`src/rtl/stream_width_packer_pkg.sv`:
```
// Shared widths and helpers for the stream width packer.
// Imported by the packer top and its output register.
package stream_width_packer_pkg;

  localparam int DEF_IN_W  = 128;
  localparam int DEF_OUT_W = 512;

  // Bits needed to count the bytes of a w-bit beat.
  function automatic int clog2_bytes(input int w);
    return $clog2(w / 8);
  endfunction

endpackage

```
`src/rtl/stream_out_reg.sv`:
```
// Single-entry output register with valid/ready hold.
// Loads a new beat only when the downstream slot is free.
module stream_out_reg #(
  parameter int W = 8
) (
  input  logic         clk,
  input  logic         rst,
  input  logic         load,
  input  logic [W-1:0] d,
  input  logic         ready,
  output logic         valid,
  output logic [W-1:0] q
);

  // Hold the beat until it is taken; refill in the same cycle.
  always_ff @(posedge clk) begin
    if (rst) begin
      valid <= 1'b0;
      q     <= '0;
    end else if (load) begin
      valid <= 1'b1;
      q     <= d;
    end else if (ready) begin
      valid <= 1'b0;
    end
  end

endmodule

```
`src/rtl/stream_width_packer.sv`:
```
// Packs RATIO narrow stream beats into one wide beat.
// Slot 0 sits in the LSBs; short packets pad with zeros.
module stream_width_packer
  import stream_width_packer_pkg::*;
#(
  parameter int IN_W  = DEF_IN_W,
  parameter int OUT_W = DEF_OUT_W
) (
  input  logic                          clk,
  input  logic                          rst,
  input  logic                          in_sop,
  input  logic                          in_eop,
  input  logic                          in_valid,
  input  logic [clog2_bytes(IN_W)-1:0]  in_empty,
  input  logic [IN_W-1:0]               in_data,
  output logic                          in_ready,
  output logic                          out_sop,
  output logic                          out_eop,
  output logic                          out_valid,
  output logic [clog2_bytes(OUT_W)-1:0] out_empty,
  output logic [OUT_W-1:0]              out_data,
  input  logic                          out_ready,
  output logic                          err_sop
);

  localparam int RATIO  = OUT_W / IN_W;
  localparam int IN_EW  = clog2_bytes(IN_W);
  localparam int OUT_EW = clog2_bytes(OUT_W);
  localparam int SW     = $clog2(RATIO);
  localparam int IN_B   = IN_W / 8;

  typedef struct packed {
    logic              sop;
    logic              eop;
    logic [OUT_EW-1:0] empty;
    logic [OUT_W-1:0]  data;
  } beat_t;

  logic [SW-1:0]     slot_cnt;
  logic [OUT_W-1:0]  acc;
  logic              acc_sop;
  logic              take;
  logic              restart;
  logic              fin;
  logic [SW-1:0]     slot;
  logic [OUT_W-1:0]  base;
  logic [OUT_W-1:0]  shifted;
  logic [OUT_EW-1:0] pad_b;
  beat_t             nxt;
  beat_t             cur;

  assign in_ready = !out_valid | out_ready;
  assign take     = in_valid & in_ready;

  // Place the incoming beat and build the candidate wide beat.
  always_comb begin
    restart   = in_sop & (slot_cnt != '0);
    slot      = in_sop ? '0 : slot_cnt;
    fin       = in_eop | (slot == SW'(RATIO - 1));
    base      = in_sop ? '0 : acc;
    shifted   = {{(OUT_W-IN_W){1'b0}}, in_data}
                << (slot * IN_W);
    pad_b     = OUT_EW'((RATIO - 1 - int'(slot))
                * IN_B);
    nxt.data  = base | shifted;
    nxt.sop   = in_sop | acc_sop;
    nxt.eop   = in_eop;
    nxt.empty = '0;
    if (in_eop)
      nxt.empty = pad_b
                + {{(OUT_EW-IN_EW){1'b0}}, in_empty};
  end

  // Accumulate non-final beats; clear once a beat is emitted.
  always_ff @(posedge clk) begin
    if (rst) begin
      slot_cnt <= '0;
      acc      <= '0;
      acc_sop  <= 1'b0;
    end else if (take) begin
      if (fin) begin
        slot_cnt <= '0;
        acc      <= '0;
        acc_sop  <= 1'b0;
      end else begin
        slot_cnt <= slot + 1'b1;
        acc      <= nxt.data;
        acc_sop  <= nxt.sop;
      end
    end
  end

  // Flag a partial packet cut short by a fresh sop.
  always_ff @(posedge clk) begin
    if (rst) err_sop <= 1'b0;
    else     err_sop <= take & restart;
  end

  stream_out_reg #(
    .W($bits(beat_t))
  ) u_out (
    .clk   (clk),
    .rst   (rst),
    .load  (take & fin),
    .d     (nxt),
    .ready (out_ready),
    .valid (out_valid),
    .q     (cur)
  );

  assign out_sop   = cur.sop;
  assign out_eop   = cur.eop;
  assign out_empty = cur.empty;
  assign out_data  = cur.data;

endmodule

```
`config.mk`:
```
export PLATFORM = sky130hd
export DESIGN_NAME = stream_width_packer
export DESIGN_NICKNAME = d
export VERILOG_FILES = /design/src/rtl/stream_width_packer_pkg.sv /design/src/rtl/stream_out_reg.sv /design/src/rtl/stream_width_packer.sv
export SDC_FILE = /design/constraint.sdc
export NUM_CORES = 2
export LEC_CHECK = 0
export CAP_MARGIN = 0
export CORE_MARGIN = 1.5
export CORE_UTILIZATION = 25
export DETAILED_ROUTE_END_ITERATION = 10
export HOLD_SLACK_MARGIN = 0.03
export PLACE_DENSITY = 0.47
export SETUP_SLACK_MARGIN = 0.02
export SYNTH_ARGS = -nofsm -noshare
export SYNTH_HDL_FRONTEND = slang
export SYNTH_SLANG_ARGS = --single-unit
export TNS_END_PERCENT = 50
```
`constraint.sdc`:
```
create_clock -name clk -period 2.5 [get_ports clk]
set_input_delay 0.25 -clock clk [delete_from_list [all_inputs] [get_ports clk]]
set_output_delay 0.25 -clock clk [all_outputs]
set_load 0.01 [all_outputs]
```
---- Word-level counts from Yosys, hierarchy flattened ----
Index checks and enable logic that the tools add are counted.
word-level totals
  register bits ........................... 1037
  word-level logic and storage cells ...... 30
operators by class
  add/sub/neg operators ................... 3
  equality and inequality tests ........... 1
  shifts and indexed selects .............. 1
  muxes and demuxes ....................... 8
  bitwise logic cells ..................... 8
  reductions and logical operators ........ 3
operator list
  kind                                                           count
  512-bit 2-to-1 mux                                             2
  512-bit OR                                                     1
  128-bit by 9-bit left shift with 512-bit output                1
  6-bit by 4-bit adder with 6-bit output                         1
  6-bit 2-to-1 mux                                               1
  1-bit AND                                                      4
  2-bit 2-to-1 mux                                               2
  2-bit nonzero test                                             2
  1-bit 2-to-1 mux                                               3
  1-bit OR                                                       3
  2-bit by 1-bit adder with 2-bit output, second input constant  1
  2-bit == test, second input constant                           1
  2-bit subtractor, first input constant                         1
  1-bit zero test                                                1

---- Logic depth before layout (Yosys ltp) ----
  word-level depth ........................ 5
  mapped depth ............................ 8
  gate-level depth less buffers ........... 4

---- Hierarchy ----
Synthesis repeated with hierarchy kept, for this count alone.
second synthesis, totals
  cell total of the unflattened synthesis .. 4451
  area, all modules ....................... 41959.0 µm²
modules (own cells, without submodules)
  module               instances  cells each  area each (µm²)  seq. area each (µm²)
  stream_width_packer  1          2771        23221.0          10329.9
  stream_out_reg       1          1680        18738.0          10430.0

---- Least setup slack after synthesis ----
OpenSTA, ideal clock, no wires.
  path type ............................... register to register
  from .................................... register u_out.valid
  to ...................................... register u_out.q[100]
  arrival ................................. 1.464 ns
  data required time ...................... 2.428 ns
  setup slack ............................. 0.965 ns
  stages on the path, launching flop included .. 9
  buffers on the path ..................... 4
  clock period less this slack ............ 1.535 ns
  path through ............................ dfxtp_1 > nor2b_1 > buf_2 > inv_4 > o211ai_2 > buf_6 > buf_8 > buf_8 > mux2i_1
between the ends
  word-level cells in the longest chain between the ends .. 4
ends and longest elaborated chain
  item                      RTL line                    text
  start: declaration        stream_out_reg.sv:11        output logic valid,
  start signal: assignment  stream_out_reg.sv:18        valid <= 1'b0;
  start signal: assignment  stream_out_reg.sv:21        valid <= 1'b1;
  start signal: assignment  stream_out_reg.sv:24        valid <= 1'b0;
  1-bit zero test           stream_width_packer.sv:52   assign in_ready = !out_valid | out_ready;
  1-bit OR                  stream_width_packer.sv:52
  net in_ready              stream_width_packer.sv:16   output logic in_ready,
  1-bit AND                 stream_width_packer.sv:53   assign take = in_valid & in_ready;
  1-bit AND                 stream_width_packer.sv:104  .load (take & fin),
  end signal: assignment    stream_out_reg.sv:19        q <= '0;
  end signal: assignment    stream_out_reg.sv:22        q <= d;
  end: declaration          stream_out_reg.sv:12        output logic [W-1:0] q
The timed path passes the listed nets, and every way through them passes these cells.
A chain may end at the register's enable or synchronous reset.

---- Worst setup path in the final report ----
  from .................................... register u_out.valid
  to ...................................... output in_ready
between the ends
  word-level cells in the longest chain between the ends .. 2
ends and longest elaborated chain
  item              RTL line
  1-bit zero test   stream_width_packer.sv:52
  1-bit OR          stream_width_packer.sv:52
  end: declaration  stream_width_packer.sv:16
Every way passes these cells.

==> results.yml <==
run_status:
  outcome: "finished, final reports clean"
power_and_ir_drop:
  p_int_w: 0.0297
  p_comb_share_pct: 10.3
  power_density_nw_per_um2: 652
  p_seq_share_pct: 42.2
  p_leak_nw: 23.8
  p_sw_share_pct: 26.4
  power_w: 0.0403
  power.switching_w: 0.0106
  ir_drop_mv: 0.441
  clkPwrFrac_pct: 47.5
detailed_routing:
  vias: 41306
  drt_wl_total_um: 178000
  via_per_inst: 5.05
  ant_nets: 0
  wl_per_cell_um: 21.8
  drc_errors: 0
  drtIter0Drc: 2653
  drtPass1Iterations: 5
grt:
  grt_antenna_before_repair: 6
  track_usage_pct: 17.8
  gr-total-overflow: 0
  grt_pass1_vias: 40102
  grt_pass1_wl_um: 266000
  grt_max_degree: 141
die:
  die_h_um: 439
  die_w_um: 439
  dieArea_um2: 193000
  row_count: 160
  start_util_pct: 25.1
  core-area_um2: 190000
  io_pins: 661
min_path:
  worst_hold_path.num_cells: 3
  hold_class: "primary input to register"
critical_path:
  timing.critical_path.mode_cell: "buf_4"
  r2r_slack_ns: 0.44
  crit_path_end: "in_ready"
  worstPathMaxFanout: 9
  critPathLaunchType: "register"
  cp.required_ns: 2.25
  critPathBufInv: 3
  crit_cells: 4
  cp.arrival_ns: 2.06
  r2r-start: "slot_cnt[0]"
  cpPeakStageDelay_ns: 0.44
  rr_worst_depth: 5
  endpoint_kind: "output pin"
  r2r-end: "u_out.q[60]"
  path_cells: "nor2b_2 > inv_4 > buf_4 > buf_4"
  critPathTopFamily: "flip-flops"
  crit_slowest_cell: "dfxtp_1"
  crit_start: "u_out.valid"
  worstSetupPathType: "register to output pin"
yosys:
  async_reset_ff_share_pct: 0
  syn_area_um2: 47600
  syn_area_per_cell_um2: 9.28
  ys_seq_elements: 1037
  syn_inst: 5134
  synth_ff_type: "dfxtp_1"
  postSynthNetCount: 5272
  synth_edf_count: 0
  synth-seq-area-share_pct: 43.6
  ys_types: 41
  yosysWarnings: 0
sta:
  skew_ns: 0.0305
  rsz0062_at_grt: "false"
  min_period_ns: 2.31
  drv_slew: 0
  hold_viol_final: 0
  timing.slew.headroom_pct: 52.6
  setup_violations: 0
  max_slew.worst_pin.slew_ns: 0.711
  fmax_ghz: 0.433
  period_share_pct: 92.3
  setup_tns_ns: 0
place:
  dp_hpwl_um: 117000
  io_buffers: 660
  gp_congestion: 0.781
cts:
  htree_levels: 4
  clock_latency_ns: 0.80
  post-cts-setup-buffer-count: 0
  clockBufferDepth: 3
  cts_tree: "yes"
  clockRootBuffer: "clkbuf_16"
  path_clk_slew_ns: 0.06
  clock_sinks: 1037
  cts_made_buffers: 130
layout:
  fillers: 19455
  syn_to_final_growth_pct: 29.9
  drive_gt1_share_pct: 10.1
  nets: 5705
run:
  cap_viol_max_count: 0
[how the worst min path moves through the flow]
stage | startpoint | slack (ns) | end
CTS | in_valid | 0.19 | slot_cnt[1]
finish | in_valid | 0.29 | slot_cnt[1]
global placement | acc[508] | 0.44 | acc[508]
floorplan | rst | 0.37 | u_out.q[517]
detailed placement | acc[462] | 0.44 | acc[462]
global route | in_valid | 0.29 | slot_cnt[1]
[power groups by stage]
stage	sequential, W	combinational (W)	clock (W)
finish	0.0170	0.00415	0.0192
global route	0.0171	0.00446	0.0204
CTS	0.0170	0.00420	0.0198
detailed placement	0.0174	0.00418	0
global placement	0.0174	0.00415	0
floorplan	0.0174	0.00227	0
[tightest hold or removal path: stages]
cell             delay, ns
clkdlybuf4s50_1       0.59
nand3_1               0.14
a21oi_1               0.06
[metrics by stage]
stage	cells	hold slack [ns]	util (%)	worst slack, ns	instance area [um^2]
4_1_cts	8174	0.187	32.6	0.0391	61800
3_3_place_gp	7941	0.436	30.3	0.0933	57500
5_1_grt	8176	0.291	32.6	0.110	61800
3_5_place_dp	7941	0.438	30.3	0.112	57500
2_1_floorplan	5134	0.368	-	0.965	47600
6_report	8177	0.294	32.6	0.192	61800
[Yosys cell counts (3+ instances only)]
| cell type | n | area [um^2] |
|---|---|---|
| o2111ai_1 | 257 | 2250 |
| buf_8 | 24 | 360 |
| and2_1 | 128 | 801 |
| o21ai_1 | 3 | 15.0 |
| clkbuf_1 | 301 | 1130 |
| o22ai_1 | 385 | 2410 |
| and3b_1 | 257 | 2250 |
| o21ai_0 | 255 | 1280 |
| mux2_2 | 128 | 1440 |
| buf_1 | 24 | 90.1 |
| a21oi_1 | 3 | 15.0 |
| nand2_1 | 904 | 3390 |
| dfxtp_1 | 1037 | 20800 |
| buf_6 | 32 | 360 |
| o211ai_1 | 384 | 2880 |
| inv_1 | 7 | 26.3 |
| buf_2 | 192 | 961 |
| clkbuf_2 | 12 | 60.1 |
| nor2_1 | 3 | 11.3 |
| nor3b_1 | 128 | 961 |
| o32ai_1 | 6 | 52.6 |
| mux2i_1 | 512 | 5120 |
| and3_1 | 128 | 801 |
[flip-flops by register name, indices dropped and copies added (netlist names)]
signal / cells
acc: 512
acc_sop: 1
err_sop: 1
slot_cnt: 2
u_out.q: 520
u_out.valid: 1
[repair_timing]
action / CTS / global route
hold buffers: 5 / 0
endpoints found under the setup margin: 1 / 0
hold endpoints to repair: 11 / 0
gates resized for setup: 1 / 0
[cell type report]
class / count / area (um^2) / share of cell area (%)
Antenna cell: 3 / 7.51 / 0.0121
Clock buffer: 179 / 3690 / 5.96
Clock inverter: 49 / 623 / 1.01
Inverter: 10 / 62.6 / 0.101
Multi-Input combinational cell: 3500 / 23900 / 38.7
Sequential cell: 1037 / 20800 / 33.6
Tap cell: 2511 / 3140 / 5.08
Timing Repair Buffer: 888 / 9650 / 15.6
[placed cells by master (no fill, tap or decap), types with 128 or more instances in the layout]
cell             Yosys  routed
mux2_2             128     128
mux2i_1            512     512
and3b_1            257     257
nand2_1            904     903
o22ai_1            385     385
o21ai_0            255     255
nor3b_1            128     128
clkbuf_16            0     131
dfxtp_1           1037    1035
o2111ai_1          257     257
clkdlybuf4s50_1      0     658
o211ai_1           384     384
and2_1             128     128
and3_1             128     128
[layer usage]
| metal | wire length [um] | GRT usage [%] |
|---|---|---|
| met2 | 88100 | 30.3 |
| met4 | 5720 | 6.07 |
| met5 | 0 | 0 |
| met3 | 6560 | 2.66 |
| met1 | 77800 | 22.8 |
[cell families after synthesis]
group / count (synthesis) / synth area share [%]
buffers and inverters: 597 / 6.33
AO/OA/AOI/OAI: 1301 / 18.9
AND/OR/NAND/NOR: 1559 / 17.4
flip-flops: 1037 / 43.6
multiplexers: 640 / 13.8
Power figures use the tool's default switching activity.
